==> config.mk <==
export PLATFORM = sky130hd
export DESIGN_NAME = reg_bank_reader
export DESIGN_NICKNAME = d
export VERILOG_FILES = /design/src/rtl/reg_bank_reader.sv
export SDC_FILE = /design/constraint.sdc
export NUM_CORES = 1
export LEC_CHECK = 0
export CAP_MARGIN = 40
export CORE_MARGIN = 4
export CORE_UTILIZATION = 40
export DETAILED_ROUTE_END_ITERATION = 16
export HOLD_SLACK_MARGIN = 0.03
export PLACE_DENSITY = 0.76
export SYNTH_ARGS = -nofsm -noshare
export SYNTH_HDL_FRONTEND = slang
export SYNTH_SLANG_ARGS = --single-unit
==> constraint.sdc <==
create_clock -name clk_i -period 2.5 [get_ports clk_i]
set_clock_uncertainty 0.15 [all_clocks]
set_input_delay 0.625 -clock clk_i [delete_from_list [all_inputs] [get_ports clk_i]]
set_output_delay 0.625 -clock clk_i [all_outputs]
set_load 0.05 [all_outputs]
==> src/rtl/reg_bank_reader.sv <==
// Register-bank read port with a 2-entry in-order response queue.
// Optional macro READ_ERR_EN: out-of-range addresses return data 0 with resp_err_o=1 (else address wraps modulo NUM_REGS).
module reg_bank_reader #(
    parameter int REGISTER_WIDTH = 4,
    parameter int NUM_REGS       = 6,
    parameter int ADDR_WIDTH     = 3
) (
    input  logic                               clk_i,
    input  logic                               reset_i,
    input  logic [NUM_REGS*REGISTER_WIDTH-1:0] regs_i,
    input  logic                               req_valid_i,
    input  logic [ADDR_WIDTH-1:0]              req_addr_i,
    output logic                               req_ready_o,
    output logic                               resp_valid_o,
    input  logic                               resp_ready_i,
    output logic [REGISTER_WIDTH-1:0]          resp_data_o,
    output logic                               resp_err_o,
    output logic [7:0]                         rd_count_o,
    output logic [1:0]                         state_o
);
    // Handshake: a transfer happens on a rising edge where valid && ready;
    // valid never depends on ready, and payload holds while valid && !ready.

    typedef enum logic [1:0] {
        EMPTY = 2'd0,
        ONE   = 2'd1,
        FULL  = 2'd2
    } state_t;

    // Entry layout: {err, data}; head is the oldest entry.
    typedef logic [REGISTER_WIDTH:0] entry_t;

    state_t state, state_next;
    entry_t head, head_next;
    entry_t tail, tail_next;
    logic [7:0] rd_count;

    logic [REGISTER_WIDTH-1:0] rd_data;
    logic                      rd_err;
    entry_t                    new_entry;
    logic                      push;
    logic                      pop;

    always_comb begin
        rd_data = '0;
        rd_err  = 1'b0;
`ifdef READ_ERR_EN
        rd_err = (32'(req_addr_i) >= 32'(NUM_REGS));
        for (int k = 0; k < NUM_REGS; k++) begin
            if (32'(req_addr_i) == 32'(k)) begin
                rd_data = regs_i[k*REGISTER_WIDTH +: REGISTER_WIDTH];
            end
        end
`else
        for (int k = 0; k < NUM_REGS; k++) begin
            if ((32'(req_addr_i) % 32'(NUM_REGS)) == 32'(k)) begin
                rd_data = regs_i[k*REGISTER_WIDTH +: REGISTER_WIDTH];
            end
        end
`endif
    end

    assign new_entry    = {rd_err, rd_data};
    assign req_ready_o  = (state != FULL);
    assign resp_valid_o = (state != EMPTY);
    assign push         = req_valid_i && req_ready_o;
    assign pop          = resp_valid_o && resp_ready_i;

    always_comb begin
        state_next = state;
        head_next  = head;
        tail_next  = tail;
        case (state)
            EMPTY: begin
                if (push) begin
                    head_next  = new_entry;
                    state_next = ONE;
                end
            end
            ONE: begin
                if (push && pop) begin
                    head_next = new_entry;
                end else if (push) begin
                    tail_next  = new_entry;
                    state_next = FULL;
                end else if (pop) begin
                    head_next  = '0;
                    state_next = EMPTY;
                end
            end
            FULL: begin
                if (pop) begin
                    head_next  = tail;
                    tail_next  = '0;
                    state_next = ONE;
                end
            end
            default: begin
                head_next  = '0;
                tail_next  = '0;
                state_next = EMPTY;
            end
        endcase
    end

    always_ff @(posedge clk_i) begin
        if (reset_i) begin
            state    <= EMPTY;
            head     <= '0;
            tail     <= '0;
            rd_count <= 8'd0;
        end else begin
            state <= state_next;
            head  <= head_next;
            tail  <= tail_next;
            if (pop) begin
                rd_count <= rd_count + 8'd1;
            end
        end
    end

    // Err bit is only ever set when READ_ERR_EN is defined, so this is 0 otherwise.
    assign resp_data_o = resp_valid_o ? head[REGISTER_WIDTH-1:0] : '0;
    assign resp_err_o  = resp_valid_o & head[REGISTER_WIDTH];
    assign rd_count_o  = rd_count;
    assign state_o     = state;

endmodule
==> flow_summary.yaml, run 1 <==
routing:
  totalWireLength_mm: 2.910
  drt_iter0_markers: 42
  number_of_detailed_route_iterations_in_the_first_pass: 4
  wire_per_inst_um: 14.55
  post-route-drc-count: 0
  postRouteAntennaNets: 0
  via_count_of_the_routed_design: 1043
  routed_via_density: 5.215
clock_network:
  clock_insertion_delay_at_the_later_pin_of_the_skew_report_ns: 0.29
  numClockSinks: 18
  holdBufCountCts: 0
  htree_num_levels: 1
  numCtsBuffers: 3
  clock_tree_from_tritoncts: "done"
  clockRootBuffer: "sky130_fd_sc_hd__clkbuf_4"
  post-cts-setup-buffer-count: 0
  ctsResizeCount: 0
  cts_buffer_depth: 2
  worst_setup_hold_path_clk_slew_ns: 0.11
die:
  design.portCount: 48
  die-area_um2: 3735
  placementRows: 18
  floorplan.die.height_um: 61.12
  floorplan.die.width_um: 61.12
  core-area_um2: 2590
  initial_core_util: 0.4357
power_and_ir_drop:
  power.density_cell_area_nw_per_um2: 416.5
  power.combinational.fraction: 0.305
  share_seq_of_total_power: 0.441
  intPower_uw: 499.3
  switchingPower_uw: 204.8
  share_clk_of_total_power: 0.254
  netSwitchingFraction: 0.2909
  vdd_ir_drop_max_uv: 570.1
  power.leakage_nw: 0.6591
timing:
  min_period_over_period: 0.9588
  fin_crit_ns: 2.397
  timing.final.max_slew_violations: 0
  timing_worst_slew_pin_value_ns: 0.5023
  unrepaired_setup_endpoints_after_global_routing: "no"
  setup_total_negative_slack_ns: 0
  hold_viol_final: 0
  post-route-worst-setup-slack_ns: 0.1029
  setup_viol: 0
  timing.max_slew.rel_slack: 0.6641
  max_freq_mhz: 417.2
synth:
  ys_dominant_reg_cell: "sky130_fd_sc_hd__dfxtp_1"
  synth_edf_count: 0
  synth_async_sr_flop_share: 0
  yosys.cell_count.top_type: "sky130_fd_sc_hd__dfxtp_1"
  postSynthCellCount: 121
  netlist_top_cells_area: "sky130_fd_sc_hd__dfxtp_1 (32%), sky130_fd_sc_hd__mux2i_1 (12%), sky130_fd_sc_hd__nor2b_1 (3.9%)"
  synthDistinctLibCells: 43
  synth_top_cell_area_share: 0.3193
  synth.avg_cell_area_um2: 9.327
  synth_top_area_cell: "sky130_fd_sc_hd__dfxtp_1"
  synth.ff_latch_count: 18
  post_synth_instance_area_um2: 1129
  synth.top_cells.by_count: "sky130_fd_sc_hd__dfxtp_1 (18), sky130_fd_sc_hd__mux2i_1 (13), sky130_fd_sc_hd__nor2_1 (10), sky130_fd_sc_hd__nand2_1 (9), sky130_fd_sc_hd__nor2b_1 (7)"
  synth_nets: 153
  ys.warnings.count: 0
  ys_seq_area_frac: 0.3193
outcome:
  status: "finished, final reports clean"
setup_path:
  regToRegEndpoint: "head[1]$_SDFFE_PP0P_"
  top_delay_family_on_crit_path: "buffers and inverters"
  critical_path.cell_chain: "clkdlybuf4s50_1"
  type_of_the_worst_setup_path: "reg -> out"
  r2r_start: "state_o[0]$_SDFFE_PP0P_"
  slowest_delay_ns: 0.86
  critPathMaxFanout: 5
  worstSetupEndpointType: "output pin"
  crit_cells: 1
  cp_data_required_time_ns: 1.73
  timing.critical_path.from: "rd_count_o[2]$_SDFFE_PP0P_"
  worst-r2r-setup-slack_ns: 0.93
  worst-path-buf-inv: 1
  r2r.worst_path.cells: 4
  crit_path_start_kind: "flop"
  setup.worst_path.end: "rd_count_o[2]"
  cp_slowest_cell: "sky130_fd_sc_hd__clkdlybuf4s50_1"
  critical_path_at_ns: 1.62
placement:
  io_buffer_count: 46
  sum_of_net_half_perimeters_after_detailed_placement_mm: 2.384
  post-place-ws_ns: 0.2460
  dpl_cell_area_um2: 1654
  gp_congestion: 0.8693
layout:
  n_antenna_cell: 0
  nNetsFinal: 203
  stdcell_area_um2: 1690
  area.sequential_um2: 360.3
  fillCellCount: 227
  multi_input_area_um2: 708.2
  areaGrowthSynthToFinish_pct: 49.78
  layout-drive-gt1-share: 0.1647
global_route:
  grt_start_max_net_pins: 14
  grt_antenna_before_repair: 0
  gr-total-overflow: 0
  first_global_vias: 1069
  grtUsageTotal: 0.1693
  first_pass_grt_wire_length_mm: 4.712
min_path:
  timing.hold.worst.class: "reg -> reg"
  min-delay-start: "tail[1]$_SDFFE_PP0P_"
flow_run:
  max_cap_viol_count: 0
==> final cells by class <==
cell class	instances	area share
clock buffer	4	0.02147
inverter	2	0.004441
multi-input combinational	95	0.4189
sequential	18	0.2132
tap	30	0.02221
timing repair buffer	51	0.3198
==> per-stage QoR <==
stage	power, mW	hold WS [ns]	cells	util
finish	0.7040	0.3317	200	0.6527
global placement	0.5280	0.2941	196	0.6386
detailed placement	0.5320	0.3080	196	0.6386
CTS	0.7096	0.3287	200	0.6527
floorplan	0.4369	0.2827	121	-
global route	0.7385	0.3487	200	0.6527
==> how the worst min path moves through the flow <==
stage / end / slack, ns / depth (start not counted)
after floorplan: tail[1]$_SDFFE_PP0P_ / 0.28 / 1
after global placement: tail[2]$_SDFFE_PP0P_ / 0.29 / 1
after detailed placement: tail[1]$_SDFFE_PP0P_ / 0.31 / 1
after CTS: tail[1]$_SDFFE_PP0P_ / 0.33 / 1
after global routing: tail[0]$_SDFFE_PP0P_ / 0.35 / 1
final: tail[1]$_SDFFE_PP0P_ / 0.33 / 1
==> cell families (layout without fill, tap and decap cells) <==
kind of cell	count (synthesis)	in the layout	synth area share
compound gates	29	29	0.2151
flops	18	18	0.3193
buf+inv	8	57	0.05321
xor+xnor	7	7	0.05432
simple gates	43	43	0.2184
fa+ha+maj	1	1	0.01108
mux	14	14	0.1253
other cells	1	1	0.003323
==> per-layer routing <==
layer	GRT usage	routed length (um)	vias to the layer above
met5	0	0	-
met4	0.04025	20	0
met3	0.04612	107	4
li1	-	-	536
met2	0.2674	1415	17
met1	0.2296	1366	486
==> placed cells by master, fill, tap and decap left out, types with 2 or more instances in the layout <==
cell type,count
sky130_fd_sc_hd__a21oi_1,2
sky130_fd_sc_hd__a22oi_1,5
sky130_fd_sc_hd__and2b_1,2
sky130_fd_sc_hd__buf_12,5
sky130_fd_sc_hd__buf_4,8
sky130_fd_sc_hd__clkbuf_4,3
sky130_fd_sc_hd__clkdlybuf4s50_1,38
sky130_fd_sc_hd__dfxtp_1,18
sky130_fd_sc_hd__inv_1,2
sky130_fd_sc_hd__mux2i_1,13
sky130_fd_sc_hd__nand2_1,9
sky130_fd_sc_hd__nand4_1,3
sky130_fd_sc_hd__nor2_1,10
sky130_fd_sc_hd__nor2b_1,7
sky130_fd_sc_hd__nor3_1,2
sky130_fd_sc_hd__o21ai_0,4
sky130_fd_sc_hd__o21ai_1,3
sky130_fd_sc_hd__o22a_1,2
sky130_fd_sc_hd__o2bb2ai_1,2
sky130_fd_sc_hd__o2bb2ai_2,2
sky130_fd_sc_hd__xnor2_1,4
sky130_fd_sc_hd__xor2_1,3
==> power by group through the flow <==
| stage | Clock [mW] | Combinational (mW) | Sequential (mW) |
|---|---|---|---|
| 2_1_floorplan | 0 | 0.112 | 0.325 |
| 3_3_place_gp | 0 | 0.212 | 0.316 |
| 3_5_place_dp | 0 | 0.215 | 0.317 |
| 4_1_cts | 0.183 | 0.216 | 0.310 |
| 5_1_grt | 0.196 | 0.231 | 0.312 |
| 6_report | 0.179 | 0.215 | 0.310 |
==> registers in the layout (all words and copies together), names as in the netlist <==
| signal | flops |
|---|---|
| tail | 4 |
| rd_count_o | 8 |
| head | 4 |
| state_o | 2 |
No activity file was read; power rests on OpenSTA's default activity.
==> run 2, diff against run 1 <==
- CORE_UTILIZATION: 40 -> 38
- clock period: 2.5 -> 2.12 ns (I/O delays scaled with it)
==> flow_summary.yaml, run 2 (synthesis gave the netlist of run 1 again) <==
die:
  initial_core_util: 0.4023
  floorplan.die.width_um: 62.50
  die-area_um2: 3906
  placementRows: 19
  core-area_um2: 2805
  design.portCount: 48
  floorplan.die.height_um: 62.50
clock_network:
  holdBufCountCts: 0
  numCtsBuffers: 3
  clock_tree_from_tritoncts: "done"
  htree_num_levels: 1
  clockRootBuffer: "sky130_fd_sc_hd__clkbuf_4"
  post-cts-setup-buffer-count: 0
  cts_buffer_depth: 2
  worst_setup_hold_path_clk_slew_ns: 0.10
  clock_insertion_delay_at_the_later_pin_of_the_skew_report_ns: 0.29
  numClockSinks: 18
  ctsResizeCount: 0
setup_path:
  cp_data_required_time_ns: 2.16
  r2r_start: "state_o[0]$_SDFFE_PP0P_"
  crit_path_start_kind: "input port"
  crit_cells: 6
  worst-r2r-setup-slack_ns: 0.54
  timing.critical_path.from: "resp_ready_i"
  cp_slowest_cell: "sky130_fd_sc_hd__clkdlybuf4s50_1"
  critical_path.cell_chain: "clkdlybuf4s50_1 > buf_4 > o21a_2 > nand4_1 > xor2_1 > nor2_1"
  slowest_delay_ns: 0.56
  regToRegEndpoint: "head[3]$_SDFFE_PP0P_"
  worstSetupEndpointType: "flop"
  top_delay_family_on_crit_path: "buffers and inverters"
  setup.worst_path.end: "rd_count_o[6]$_SDFFE_PP0P_"
  critPathMaxFanout: 8
  type_of_the_worst_setup_path: "in -> reg"
  critical_path_at_ns: 1.87
  worst-path-buf-inv: 2
  r2r.worst_path.cells: 5
routing:
  totalWireLength_mm: 3.016
  routed_via_density: 5.345
  drt_iter0_markers: 67
  post-route-drc-count: 0
  wire_per_inst_um: 14.86
  number_of_detailed_route_iterations_in_the_first_pass: 4
  postRouteAntennaNets: 0
  via_count_of_the_routed_design: 1085
layout:
  nNetsFinal: 206
  n_antenna_cell: 0
  layout_common_cells: "sky130_fd_sc_hd__clkdlybuf4s50_1 (30), sky130_fd_sc_hd__dfxtp_1 (18), sky130_fd_sc_hd__buf_4 (15)"
  areaGrowthSynthToFinish_pct: 54.21
  fillCellCount: 234
  layout.cells.most_common: "sky130_fd_sc_hd__clkdlybuf4s50_1"
  largest_reg_flops: 8
  layout-drive-gt1-share: 0.2442
  stdcell_count: 203
timing:
  max_freq_mhz: 546.2
  post-route-worst-setup-slack_ns: 0.2891
  unrepaired_setup_endpoints_after_global_routing: "no"
  fin_worst_hold_slack_ns: 0.3268
  min_period_over_period: 0.8636
  timing.final.max_slew_violations: 0
  hold_viol_final: 0
  setup_viol: 0
  fin_crit_ns: 1.831
  setup_total_negative_slack_ns: 0
placement:
  sum_of_net_half_perimeters_after_detailed_placement_mm: 2.482
  dp.cells: 200
  gp_congestion: 0.7840
  io_buffer_count: 46
  post-place-ws_ns: -0.01426
global_route:
  first_pass_grt_wire_length_mm: 5.244
  first_global_vias: 1096
  grt_antenna_before_repair: 0
  grt_start_max_net_pins: 14
  grtUsageTotal: 0.1632
  gr-total-overflow: 0
power_and_ir_drop:
  vdd_ir_drop_max_uv: 514.7
  power.density_cell_area_nw_per_um2: 465.0
  power.leakage_nw: 0.7004
  finalPower_uw: 809.4
flow_run:
  max_cap_viol_count: 0
min_path:
  timing.hold.worst.class: "reg -> reg"
outcome:
  status: "finished, final reports clean"
[run 2: layer usage]
layer | track usage | share of wire | up-vias
met5 | 0 | 0 | -
met1 | 0.2116 | 0.44 | 519
li1 | - | - | 544
met2 | 0.2676 | 0.51 | 20
met4 | 0.04959 | 0.0090 | 0
met3 | 0.03777 | 0.039 | 2
[run 2: cell type report]
type / instances / area [um^2] / share of cell area
clock buffers: 3 / 22.52 / 0.01294
multi-input cells: 95 / 718.2 / 0.4127
repair buffers: 54 / 593.1 / 0.3408
flip-flops and latches: 18 / 360.3 / 0.2070
inverters: 2 / 7.507 / 0.004313
well taps: 31 / 38.79 / 0.02229
[run 2: worst min path at each step]
stage | start | end | slack (ns) | cells past startpoint
finish | tail[1]$_SDFFE_PP0P_ | tail[1]$_SDFFE_PP0P_ | 0.33 | 1
global route | tail[1]$_SDFFE_PP0P_ | tail[1]$_SDFFE_PP0P_ | 0.35 | 1
CTS | tail[1]$_SDFFE_PP0P_ | tail[1]$_SDFFE_PP0P_ | 0.33 | 1
detailed placement | tail[2]$_SDFFE_PP0P_ | tail[2]$_SDFFE_PP0P_ | 0.31 | 1
global placement | tail[3]$_SDFFE_PP0P_ | tail[3]$_SDFFE_PP0P_ | 0.30 | 1
floorplan | tail[1]$_SDFFE_PP0P_ | tail[1]$_SDFFE_PP0P_ | 0.28 | 1
[run 2: through the flow]
step	util	instance area, um^2
3_5_place_dp	0.6124	1718
4_1_cts	0.6204	1740
3_3_place_gp	0.6124	1718
6_report	0.6204	1740
5_1_grt	0.6204	1740
2_1_floorplan	-	1139
[run 2: where the power goes]
part	switching [mW]	total [mW]	internal [mW]
registers	0.00857	0.361	0.352
clock network	0.102	0.168	0.0661
logic	0.133	0.280	0.147
total	0.244	0.809	0.565
